[config.mk]
export PLATFORM = sky130hd
export DESIGN_NAME = pemstat_rxdec
export DESIGN_NICKNAME = d
export VERILOG_FILES = /design/src/rtl/pemstat_pkg.sv /design/src/rtl/pemstat_pend.sv /design/src/rtl/pemstat_rxdec.sv
export SDC_FILE = /design/constraint.sdc
export NUM_CORES = 1
export LEC_CHECK = 0
export CORE_MARGIN = 2
export CORE_UTILIZATION = 40
export CTS_CLUSTER_SIZE = 24
export DETAILED_ROUTE_END_ITERATION = 10
export GPL_ROUTABILITY_DRIVEN = 0
export GPL_TIMING_DRIVEN = 0
export PLACE_DENSITY = 0.63
export SLEW_MARGIN = 5
export SYNTH_ARGS = -nofsm -noshare
export SYNTH_HDL_FRONTEND = slang
export SYNTH_SLANG_ARGS = --single-unit
[constraint.sdc]
create_clock -name clk -period 4.1 [get_ports clk]
set_input_delay 0.615 -clock clk [delete_from_list [all_inputs] [get_ports clk]]
set_output_delay 0.615 -clock clk [all_outputs]
set_load 0.1 [all_outputs]
[src/rtl/pemstat_pkg.sv]
// Shared constants and types for the pemstat RX statistics path.
// Optional jumbo bin: build with PEMSTAT_JUMBO_BIN_EN defined.
package pemstat_pkg;

    // Counter bank geometry
    localparam int unsigned NUM_STATS = 16;
    localparam int unsigned PEND_W    = 3;
    localparam logic [PEND_W-1:0] PEND_MAX = '1;

    // Stat index map
    localparam int unsigned STAT_FRAMES_OK = 0;
    localparam int unsigned STAT_BCAST_OK  = 1;
    localparam int unsigned STAT_MCAST_OK  = 2;
    localparam int unsigned STAT_PAUSE_OK  = 3;
    localparam int unsigned STAT_FCS_ERR   = 4;
    localparam int unsigned STAT_UNDERSIZE = 5;
    localparam int unsigned STAT_FRAGMENT  = 6;
    localparam int unsigned STAT_OVERSIZE  = 7;
    localparam int unsigned STAT_B64       = 8;
    localparam int unsigned STAT_B65_127   = 9;
    localparam int unsigned STAT_B128_255  = 10;
    localparam int unsigned STAT_B256_511  = 11;
    localparam int unsigned STAT_B512_1023 = 12;
    localparam int unsigned STAT_B1024_1518 = 13;
    localparam int unsigned STAT_B1519_MAX = 14;
    localparam int unsigned STAT_JUMBO     = 15;

    // Length bin boundaries (bytes, FCS included)
    localparam logic [15:0] LEN_MIN   = 16'd64;
    localparam logic [15:0] LEN_B127  = 16'd127;
    localparam logic [15:0] LEN_B255  = 16'd255;
    localparam logic [15:0] LEN_B511  = 16'd511;
    localparam logic [15:0] LEN_B1023 = 16'd1023;
    localparam logic [15:0] LEN_B1518 = 16'd1518;

    // Captured RX status vector
    typedef struct packed {
        logic        valid;
        logic [15:0] len;
        logic        fcs_err;
        logic        bcast;
        logic        mcast;
        logic        pause;
    } rx_vec_t;

endpackage

[src/rtl/pemstat_pend.sv]
// Single-index saturating pending counter: queues events while the counter
// bank is held and drains one per cycle once it is released.
module pemstat_pend
    import pemstat_pkg::*;
(
    input  logic clk,
    input  logic reset,
    input  logic hold,
    input  logic arrival,
    output logic emit,
    output logic lost
);

    logic [PEND_W-1:0] pend_q;
    logic [PEND_W-1:0] pend_d;

    // Next pending count, strobe and loss indication
    always_comb begin
        pend_d = pend_q;
        emit   = 1'b0;
        lost   = 1'b0;
        if (hold) begin
            if (pend_q == PEND_MAX) begin
                lost = arrival;
            end else begin
                pend_d = pend_q + PEND_W'(arrival);
            end
        end else if (pend_q != '0) begin
            emit   = 1'b1;
            pend_d = pend_q - PEND_W'(1) + PEND_W'(arrival);
        end else begin
            emit = arrival;
        end
    end

    // Pending count register
    always_ff @(posedge clk or posedge reset) begin
        if (reset) begin
            pend_q <= '0;
        end else begin
            pend_q <= pend_d;
        end
    end

endmodule

[src/rtl/pemstat_rxdec.sv]
// RX statistics event decoder: capture -> classify -> pending store -> strobes.
// Optional jumbo bin (index 15) enabled by defining PEMSTAT_JUMBO_BIN_EN.
module pemstat_rxdec
    import pemstat_pkg::*;
#(
    parameter int unsigned MAX_LEN   = 1522,
    parameter int unsigned JUMBO_MAX = 9018
) (
    input  logic                 clk,
    input  logic                 reset,
    input  logic                 stat_en,
    input  logic                 hold,
    input  logic                 rx_vec_valid,
    input  logic [15:0]          rx_vec_len,
    input  logic                 rx_vec_fcs_err,
    input  logic                 rx_vec_bcast,
    input  logic                 rx_vec_mcast,
    input  logic                 rx_vec_pause,
    output logic [NUM_STATS-1:0] stat_inc,
    output logic                 stat_lost,
    input  logic                 lost_clr
);

    localparam logic [15:0] MaxLen = 16'(MAX_LEN);
`ifdef PEMSTAT_JUMBO_BIN_EN
    localparam int unsigned NumActive = NUM_STATS;
    localparam logic [15:0] JumboMax  = 16'(JUMBO_MAX);
    localparam logic [15:0] OverLimit = JumboMax;
`else
    localparam int unsigned NumActive = NUM_STATS - 1;
    localparam logic [15:0] OverLimit = MaxLen;
`endif

    if (JUMBO_MAX < MAX_LEN) begin : g_bad_cfg
        $error("pemstat_rxdec: JUMBO_MAX must be >= MAX_LEN");
    end

    rx_vec_t                cap_q;
    logic [NumActive-1:0]   evt;
    logic [NUM_STATS-1:0]   emit;
    logic [NumActive-1:0]   lost_vec;
    logic [15:0]            len;
    logic                   good;
    logic                   in_range;

    // Stage 0: latch qualified vector, otherwise an empty one
    always_ff @(posedge clk or posedge reset) begin
        if (reset) begin
            cap_q <= '0;
        end else if (rx_vec_valid && stat_en) begin
            cap_q <= '{valid:   1'b1,
                       len:     rx_vec_len,
                       fcs_err: rx_vec_fcs_err,
                       bcast:   rx_vec_bcast,
                       mcast:   rx_vec_mcast,
                       pause:   rx_vec_pause};
        end else begin
            cap_q <= '0;
        end
    end

    // Stage 1: classify the captured vector into an event mask
    always_comb begin
        evt      = '0;
        len      = cap_q.len;
        good     = ~cap_q.fcs_err;
        in_range = (len >= LEN_MIN) && (len <= MaxLen);
        if (cap_q.valid) begin
            evt[STAT_FRAMES_OK]  = good && in_range;
            evt[STAT_BCAST_OK]   = good && cap_q.bcast;
            evt[STAT_MCAST_OK]   = good && cap_q.mcast;
            evt[STAT_PAUSE_OK]   = good && cap_q.pause;
            evt[STAT_FCS_ERR]    = cap_q.fcs_err;
            evt[STAT_UNDERSIZE]  = (len < LEN_MIN) && good;
            evt[STAT_FRAGMENT]   = (len < LEN_MIN) && cap_q.fcs_err;
            evt[STAT_OVERSIZE]   = len > OverLimit;
            // Bins are gated by in_range so a small MAX_LEN truncates them
            evt[STAT_B64]        = in_range && (len == LEN_MIN);
            evt[STAT_B65_127]    = in_range && (len > LEN_MIN) && (len <= LEN_B127);
            evt[STAT_B128_255]   = in_range && (len > LEN_B127) && (len <= LEN_B255);
            evt[STAT_B256_511]   = in_range && (len > LEN_B255) && (len <= LEN_B511);
            evt[STAT_B512_1023]  = in_range && (len > LEN_B511) && (len <= LEN_B1023);
            evt[STAT_B1024_1518] = in_range && (len > LEN_B1023) && (len <= LEN_B1518);
            evt[STAT_B1519_MAX]  = in_range && (len > LEN_B1518);
`ifdef PEMSTAT_JUMBO_BIN_EN
            evt[STAT_JUMBO]      = (len > MaxLen) && (len <= JumboMax);
`endif
        end
    end

    // Per-index pending stores
    for (genvar i = 0; i < NumActive; i++) begin : g_pend
        pemstat_pend u_pend (
            .clk     (clk),
            .reset   (reset),
            .hold    (hold),
            .arrival (evt[i]),
            .emit    (emit[i]),
            .lost    (lost_vec[i])
        );
    end

`ifndef PEMSTAT_JUMBO_BIN_EN
    assign emit[STAT_JUMBO] = 1'b0;
`endif

    // Registered strobes and sticky loss flag (clear wins over a new loss)
    always_ff @(posedge clk or posedge reset) begin
        if (reset) begin
            stat_inc  <= '0;
            stat_lost <= 1'b0;
        end else begin
            stat_inc <= emit;
            if (lost_clr) begin
                stat_lost <= 1'b0;
            end else if (|lost_vec) begin
                stat_lost <= 1'b1;
            end
        end
    end

endmodule

== Word-level counts from Yosys, hierarchy flattened ==
Cells that the tools add are included.
Word-level totals
  logic and storage cells: 291
  register bits: 82
  input port bits: 26
  output and inout bits: 17
Operators by class
  order comparisons: 15
  add/subtract/negate cells: 45
  bitwise logic cells: 1
  mux-type cells: 109
  reductions and logical operators: 67
  eq/ne operators: 31
Operator list (count)
  2-to-1 mux 3 bit: 45
  adder 3 x 1 -> 3 bit: 30
  2-to-1 mux 1 bit: 62
  == test 3 bit (second input constant): 15
  nonzero test 3 bit: 15
  subtractor 3 x 1 -> 3 bit (second input constant): 15
  greater-than comparator 16 x 11 -> 1 bit (second input constant): 2
  greater-than comparator 16 x 7 -> 1 bit (second input constant): 2
  less-or-equal comparator 16 x 11 -> 1 bit (second input constant): 2
  nonzero test 2 bit: 16
  inequality test 2 bit (second input constant): 15
  AND reduction 2 bit: 15
  2-to-1 mux 21 bit: 1
  logical AND 1 bit: 20
  == test 16 x 7 -> 1 bit (second input constant): 1
  >= comparator 16 x 7 -> 1 bit (second input constant): 1
  greater-than comparator 16 x 10 -> 1 bit (second input constant): 1
  greater-than comparator 16 x 8 -> 1 bit (second input constant): 1
  greater-than comparator 16 x 9 -> 1 bit (second input constant): 1
  less-or-equal comparator 16 x 10 -> 1 bit (second input constant): 1
  less-or-equal comparator 16 x 7 -> 1 bit (second input constant): 1
  less-or-equal comparator 16 x 8 -> 1 bit (second input constant): 1
  less-or-equal comparator 16 x 9 -> 1 bit (second input constant): 1
  less-than comparator 16 x 7 -> 1 bit (second input constant): 1
  3 further kinds: 3

== Depth between registers and ports, before layout ==
Gate-level depths: netlist (run 1).
  depth after elaboration: 10
  depth in mapped cells: 12
  depth with buffers taken out: 12

== Cells and area by module ==
A second synthesis (run 1) with hierarchy kept.
Second synthesis, totals
  cells, all modules: 584
  area total of the unflattened synthesis: 5382.7 µm²
By module, submodules not included
  pemstat_pend at g_pend[0].u_pend ...: area an instance 262.8 µm², cells each 31, seq. area each 75.1 µm², times used 10
  pemstat_rxdec: area an instance 1416.4 µm², cells each 114, seq. area each 925.9 µm², times used 1
  pemstat_pend at g_pend[4].u_pend ...: area an instance 267.8 µm², cells each 32, seq. area each 75.1 µm², times used 5

== Least setup slack after synthesis (run 1) ==
Ideal clock, no wire load.
  path type: register to register
  from: register cap_q, in the netlist len[12]
  to: register g_pend[13].u_pend.pend_q[2]
  setup time: 0.123 ns
  stages on the path, launching flop included: 10
  period minus slack after synthesis: 2.557 ns
  slack: 1.543 ns
  path buffers: 0
  arrival: 2.435 ns
  data required time: 3.977 ns
  path through: dfrtp_1 -> or4_4 -> a211o_2 -> a31oi_1 -> a31o_2 -> nand4_1 -> ha_1 -> ha_1 -> xor2_1 -> o221a_2
Between the ends
  longest elaborated chain between the ends: 8
  elaborated cells between the ends (all ways): 13
  classes of those cells: 2 x add/sub; 4 x order compare; 4 x mux; 3 x reduce/logical
RTL lines
  start: declaration: RTL line pemstat_rxdec.sv:38  | rx_vec_t cap_q;
  start signal: assignment: RTL line pemstat_rxdec.sv:51  | cap_q <= '{valid: 1'b1,
  >= comparator 16 x 7 -> 1 bit / less-or-equal comparator 16 x 11 -> 1 bit (equally long branches): RTL line pemstat_rxdec.sv:67  | in_range = (len >= LEN_MIN) && (len <= MaxLen);
  logical AND 1 bit: RTL line pemstat_rxdec.sv:67
  logical AND 1 bit: RTL line pemstat_rxdec.sv:83  | evt[STAT_B1024_1518] = in_range && (len > LEN_B1023) && (len <= LEN_B1518);
  logical AND 1 bit (*): RTL line pemstat_rxdec.sv:83
  2-to-1 mux 15 bit (*): RTL line pemstat_rxdec.sv:68  | if (cap_q.valid) begin
  adder 3 x 1 -> 3 bit, on equally long branches: RTL line pemstat_pend.sv:30, pemstat_pend.sv:26
  2-to-1 mux 3 bit, on equally long branches: RTL line pemstat_pend.sv:28, pemstat_pend.sv:23
  2-to-1 mux 3 bit (*): RTL line pemstat_pend.sv:22  | if (hold) begin
  end signal: assignment: RTL line pemstat_pend.sv:41  | pend_q <= pend_d;
  end: declaration: RTL line pemstat_pend.sv:14  | logic [PEND_W-1:0] pend_q;
Every way passes the cells marked *; elsewhere a longest branch is shown, timed or not. The select of a mux whose other input is x is not followed.
A chain may end at the register's enable or synchronous reset.

== Worst setup path in the final report (run 1) ==
Ends and elaborated chain as after synthesis.

==> flow_metrics.py, run 1 <==
metrics = {
    "run_status": {
        "outcome": "complete, no violations",
    },
    "place": {
        "placed_area_um2": 5780,
        "port-buffer-count": 40,
        "hpwlAfterDp_um": 9120,
    },
    "die": {
        "die_h_um": 117,
        "coreArea_um2": 12600,
        "start_util_pct": 40.8,
        "rows": 41,
        "die_x_um": 117,
        "ios": 43,
        "die-area_um2": 13800,
    },
    "routing": {
        "routedWlPerCell_um": 16.0,
        "routed_wirelength_um": 12600,
        "num_vias": 4398,
        "dr.first_iter.drc_count": 335,
        "drt_first_pass_iters": 5,
        "avgViaCountPerCell": 5.60,
        "drc": 0,
        "drtAntennaViolNets": 0,
    },
    "critical_path": {
        "end_kind": "register",
        "r2r-start": "len[12]",
        "cp.required_ns": 4.33,
        "r2r_cells": 9,
        "crit_slowest_cell": "or4_4",
        "cp_common_cell": "ha_1",
        "critPathMaxStageDelay_ns": 0.59,
        "r2r_end": "g_pend[13].u_pend.pend_q[2]",
        "crit_arrival_ns": 3.05,
        "crit_path_start_kind": "register",
        "worstSetupPathType": "reg2reg",
        "worstPathMaxFanout": 5,
        "crit_chain": "or4_4 -> a211o_2 -> a21oi_1 -> or2_2 -> nand4_1 -> ha_1 -> ha_1 -> xor2_1 -> o221a_2",
        "r2r_setup_slack_ns": 1.28,
    },
    "sta": {
        "finalClockSkew_ns": 0.00744,
        "whs_ns": 0.583,
        "slew_headroom_pct": 34.6,
        "setup_viol": 0,
        "rsz0062_at_grt": "false",
        "worst_pin_slew_ns": 0.978,
        "timing.final.crit_share_pct": 68.9,
        "period_needed_ns": 2.82,
        "clock.fmax_mhz": 354,
        "tns_ns": 0,
        "slew_viol_final": 0,
        "finalHoldViolCount": 0,
    },
    "synth": {
        "synth-edff-count": 0,
        "synth.top_cell.area_share_pct": 40.0,
        "yosys_register_bits": 82,
        "synth_cells": 557,
        "synth_common_cells": "dfrtp_1 (82), ha_1 (64), inv_1 (47)",
        "syn_avg_cell_area_um2": 9.22,
        "syn_nets": 647,
        "ys_types": 43,
        "synth_top_flop_cell": "dfrtp_1",
        "ys_warn_count": 0,
        "async_flop_share_pct": 100,
        "synth.cell_area_um2": 5130,
        "synth.most_common_cell": "dfrtp_1",
        "yosys-top-cells-area": "dfrtp_1 (40%), ha_1 (16%), nand3_1 (4.4%)",
        "ys_seq_area_share_pct": 40.0,
        "synth_top_area_cell": "dfrtp_1",
    },
    "clock_tree": {
        "cts_sinks": 82,
        "cts_resized": 0,
        "clkTransAtPathRegs_ns": 0.06,
        "insertion_delay_ns": 0.34,
        "post_cts.repair.setup_buffers": 0,
        "clk_root_buffer_cell": "clkbuf_16",
        "htreeDepth": 3,
        "clockBufferDepth": 2,
        "cts_inserted_buffers": 9,
        "cts_hold_buffers": 0,
        "cts_tree": "done",
    },
    "global_routing": {
        "groute.usage.overall_pct": 19.7,
        "gr-total-overflow": 0,
        "antenna_found_initial": 0,
        "grt_pass1_wl_um": 20800,
        "grt_max_degree": 63,
        "grt_pass1_vias": 4268,
    },
    "power": {
        "powerDensity_nw_per_um2": 656,
        "pwr-share-clk_pct": 19.8,
        "internal-power_uw": 2260,
        "ir_worst_vdd_mv": 0.282,
        "p_sw_uw": 1720,
        "p_total_uw": 3980,
        "p_comb_share_pct": 45.1,
        "total_leakage_power_uw": 0.00286,
        "p_sw_share_pct": 43.2,
        "seqPwrFrac_pct": 35.1,
    },
    "cells_and_area": {
        "nNetsFinal": 699,
        "stdcell_area_um2": 6060,
        "syn2layout_area_growth_pct": 18.0,
        "drive_gt1_share_pct": 5.05,
        "antenna_cells": 0,
    },
    "worst_hold_path": {
        "worstHoldPathType": "in2async",
    },
    "job": {
        "cap_violations": 0,
    },
}
[power by group through the flow]
stage	logic, uW	registers, uW	clock network (uW)
6_report	1800	1400	787
5_1_grt	2030	1440	840
4_1_cts	1800	1390	804
3_5_place_dp	1790	1400	0
3_3_place_gp	1710	1380	0
2_1_floorplan	1150	1600	0
[cell type report]
cell class                 instances  area (um2)
sequential                        82        2050
inverter                          47         179
clock buffer                      13         240
multi-input combinational        396        2780
clock inverter                     3        40.0
tap                              172         215
timing repair buffer              41         428
buffer                            32         124
fill                            1206        6510
[metrics by stage]
step | instances | setup slack [ns] | util (%)
after CTS | 786 | 1.27 | 48.2
after global placement | 769 | -0.0438 | 45.7
after global routing | 786 | 1.03 | 48.2
after detailed placement | 770 | 1.28 | 46.0
after floorplan | 557 | 1.38 | -
final | 786 | 1.28 | 48.2
[routing by layer]
metal | part of all wire [%] | track usage [%] | up-vias | wire length, um
li1 | - | - | 2138 | -
met1 | 46 | 26.1 | 2115 | 5750
met2 | 47 | 31.7 | 122 | 5880
met3 | 5.5 | 3.40 | 23 | 697
met4 | 2.1 | 9.02 | 0 | 265
met5 | 0 | 0 | - | 0
[critical path: cells and delay by family, from the launching register on]
family          cells  cell delay [ns]
simple gates        3             0.93
compound gates      3             0.84
fa+ha+maj           2             0.44
flops               1             0.37
xor+xnor            1             0.15
[sequential cells by signal (all words and copies together), names as in the netlist]
register              cells
g_pend.u_pend.pend_q     45
len                      16
stat_inc                 15
cap_q                     5
stat_lost                 1
[worst max path at each step]
stage / start / depth (start not counted) / to
2_1_floorplan: reset / 1 / cap_q[0]
3_3_place_gp: reset / 2 / stat_inc[5]
3_5_place_dp: len[12] / 9 / g_pend[13].u_pend.pend_q[2]
4_1_cts: len[12] / 9 / g_pend[13].u_pend.pend_q[2]
5_1_grt: len[12] / 10 / g_pend[13].u_pend.pend_q[1]
6_report: len[12] / 9 / g_pend[13].u_pend.pend_q[2]
[placed cells by master (no fill, tap or decap), types with 22 or more instances in the layout]
cell type        Yosys  routed
clkdlybuf4s50_1      0      40
o21ai_0             45      45
ha_1                64      64
o31ai_1             26      26
nor2_1              22      22
nand2_1             30      30
nand3_1             45      45
and3_1              31      31
dfrtp_1             82      82
clkbuf_1            27      31
nor3_1              31      31
inv_1               47      46
[cell families (layout without fill, tap and decap cells)]
| group | Yosys count | count (layout) | synth area share, % |
|---|---|---|---|
| simple gates | 180 | 180 | 18.1 |
| compound gates | 135 | 135 | 17.7 |
| flops | 82 | 82 | 40.0 |
| buf+inv | 79 | 136 | 5.85 |
| fa+ha+maj | 64 | 64 | 15.6 |
| xor+xnor | 15 | 15 | 2.56 |
| other cells | 1 | 1 | 0.0730 |
| mux | 1 | 1 | 0.195 |
Note: power is estimated with default switching activity, not from simulation.
==> run 2: changes to the inputs <==
clock period = 2.6 ns   (was 4.1 ns; I/O delays follow)
==> run 2 against run 1 <==
Net effect:
- largest cell class unchanged
- maximum frequency grew 2.3%
- combinational power grew 79%
- global-route usage grew 0.36 points
- clock-buffer cell count is the same
- clock skew is essentially flat
- sequential share of layout area shrank 2.2 points
- die area is the same
- the flow now finishes with violations (setup timing)
- first-iteration DRC count grew 15%
==> flow_metrics.py, run 2 (synthesis gave the netlist of run 1 again) <==
metrics = {
    "run_status": {
        "outcome": "finished, violations left",
        "violations": "setup timing",
    },
    "sta": {
        "worst_pin_slew_ns": 0.978,
        "finalClockSkew_ns": 0.00760,
        "slew_viol_final": 0,
        "period_needed_ns": 2.76,
        "fin_ws_ns": -0.159,
        "finalHoldViolCount": 0,
        "clock.fmax_mhz": 362,
        "slew_headroom_pct": 34.6,
        "setup_viol": 17,
        "rsz0062_at_grt": "true",
        "timing.final.crit_share_pct": 106,
    },
    "critical_path": {
        "crit_chain": "or4_4 -> a211o_4 -> a31oi_1 -> a31o_2 -> buf_4 -> nand3_4 -> inv_1 -> ha_1 -> ha_1 -> nand3_1 -> o31ai_2 -> a221oi_2",
        "worstPathMaxFanout": 5,
        "cpLargestDelayFamily": "compound AO/OA/AOI/OAI gates",
        "cp_common_cell": "ha_1",
        "cp.required_ns": 2.79,
        "worst-path-buf-inv": 2,
        "end_kind": "register",
        "crit_arrival_ns": 2.95,
        "worstSetupPathType": "reg2reg",
        "crit_slowest_cell": "or4_4",
        "crit_path_start_kind": "register",
        "critPathMaxStageDelay_ns": 0.59,
        "r2r_setup_slack_ns": -0.16,
    },
    "power": {
        "total_leakage_power_uw": 0.00294,
        "p_sw_uw": 2920,
        "p_comb_share_pct": 48.3,
        "p_sw_share_pct": 43.6,
        "ir_worst_vdd_mv": 0.450,
        "pwr-share-clk_pct": 18.6,
        "internal-power_uw": 3770,
        "seqPwrFrac_pct": 33.2,
        "powerDensity_nw_per_um2": 1030,
    },
    "global_routing": {
        "grt_pass1_wl_um": 21200,
        "grt_pass1_vias": 4342,
        "grt_max_degree": 63,
        "groute.usage.overall_pct": 20.1,
        "gr-total-overflow": 0,
        "antenna_found_initial": 0,
    },
    "clock_tree": {
        "clk_root_buffer_cell": "clkbuf_16",
        "cts_sinks": 82,
        "clkTransAtPathRegs_ns": 0.06,
        "htreeDepth": 3,
        "cts_inserted_buffers": 9,
        "clockBufferDepth": 2,
        "cts_hold_buffers": 0,
        "cts_tree": "done",
        "insertion_delay_ns": 0.34,
    },
    "die": {
        "coreArea_um2": 12600,
        "ios": 43,
        "start_util_pct": 40.8,
        "die-area_um2": 13800,
        "rows": 41,
        "die_x_um": 117,
        "die_h_um": 117,
    },
    "cells_and_area": {
        "stdcell_area_um2": 6480,
        "final_cell_mix": "dfrtp_1 (80), ha_1 (47), inv_1 (44), nand3_1 (41), clkdlybuf4s50_1 (40)",
        "final_cells": 797,
        "mostFrequentLayoutCell": "dfrtp_1",
        "drive_gt1_share_pct": 13.9,
        "largest_reg_flops": 45,
        "largest-register": "g_pend.u_pend.pend_q",
        "antenna_cells": 0,
        "fill_cells": 1161,
        "syn2layout_area_growth_pct": 26.3,
        "utilization_pct": 51.6,
        "nNetsFinal": 710,
        "largestRegisters": "g_pend.u_pend.pend_q (45), len (16), stat_inc (15)",
    },
    "routing": {
        "num_vias": 4506,
        "drc": 0,
        "drt_first_pass_iters": 5,
        "routedWlPerCell_um": 16.9,
        "avgViaCountPerCell": 5.65,
        "routed_wirelength_um": 13500,
        "drtAntennaViolNets": 0,
        "dr.first_iter.drc_count": 384,
    },
    "place": {
        "hpwlAfterDp_um": 9120,
        "placedCellCount": 770,
        "placed_area_um2": 5780,
        "port-buffer-count": 40,
    },
    "job": {
        "cap_violations": 0,
    },
    "worst_hold_path": {
        "worstHoldPathType": "in2async",
    },
}
run 2: cell types whose count changed in the layout (fill, tap and decap cells not counted), moves of 3 or more:
cell	before	now
o21ai_0	45	37
o21ai_1	0	6
nand3_1	45	41
o31ai_2	0	3
nor3_1	31	25
ha_1	64	47
ha_4	0	10
nor3_2	0	5
buf_4	1	10
o31ai_1	26	23
ha_2	0	7
nand3_4	0	3
run 2: cell type report:
cell class                      count  area (um2)  share of cell area [%]
Sequential cell                    82        2050                    31.7
Tap cell                          172         215                    3.32
Multi-Input combinational cell    396        3110                    48.0
Clock inverter                      3        40.0                   0.618
Clock buffer                       13         240                    3.71
Inverter                           47         179                    2.76
Buffer                             32         124                    1.91
Timing Repair Buffer               52         518                    7.99
run 2: final timing paths:
path	from	to	cells past startpoint
setup / recovery	len[15]	g_pend[14].u_pend.pend_q[2]	12
hold / removal	reset	stat_inc[13]	2
setup reg to reg	len[15]	g_pend[14].u_pend.pend_q[2]	12
hold reg to reg	g_pend[14].u_pend.pend_q[0]	g_pend[14].u_pend.pend_q[1]	2
max in group asynchronous	reset	g_pend[3].u_pend.pend_q[1]	3
min in group clk	g_pend[14].u_pend.pend_q[0]	g_pend[14].u_pend.pend_q[1]	2
run 2: layer usage:
metal  share of wire, %  GRT usage (%)  vias up
met3                4.1           4.02       33
li1                   -              -     2154
met5                  0              0        -
met2                 48           32.1      114
met4                3.1           9.10        0
met1                 45           26.4     2205
run 2: through the flow:
step / hold slack, ns / TNS [ns] / worst slack (ns) / power, uW
after detailed placement: 0.560 / -1.89 / -0.222 / 5030
after CTS: 0.367 / -0.684 / -0.0905 / 6350
after global routing: 0.403 / -3.91 / -0.276 / 7220
after global placement: 0.544 / -108.45 / -1.32 / 4890
after floorplan: 0.497 / 0 / 0.0427 / 4340
final: 0.358 / -1.47 / -0.159 / 6690
run 2: power by group through the flow:
stage / sequential (uW) / clock [uW] / combinational, uW
finish: 2220 / 1240 / 3230
global route: 2280 / 1330 / 3610
CTS: 2190 / 1270 / 2900
detailed placement: 2210 / 0 / 2820
global placement: 2180 / 0 / 2700
floorplan: 2520 / 0 / 1820
run 2: worst reg2reg max path, stage by stage, from the launching register on:
cell,delay (ns)
dfrtp_1,0.36
or4_4,0.59
a211o_4,0.34
a31oi_1,0.15
a31o_2,0.18
buf_4,0.14
nand3_4,0.09
inv_1,0.09
ha_1,0.14
ha_1,0.17
nand3_1,0.11
o31ai_2,0.12
a221oi_2,0.12
run 2: repair_timing:
item	CTS	global route
gates cloned	0	0
buffers inserted	9	6
endpoints found under the setup margin	18	31
gates resized for setup	19	53
pin swaps	7	13
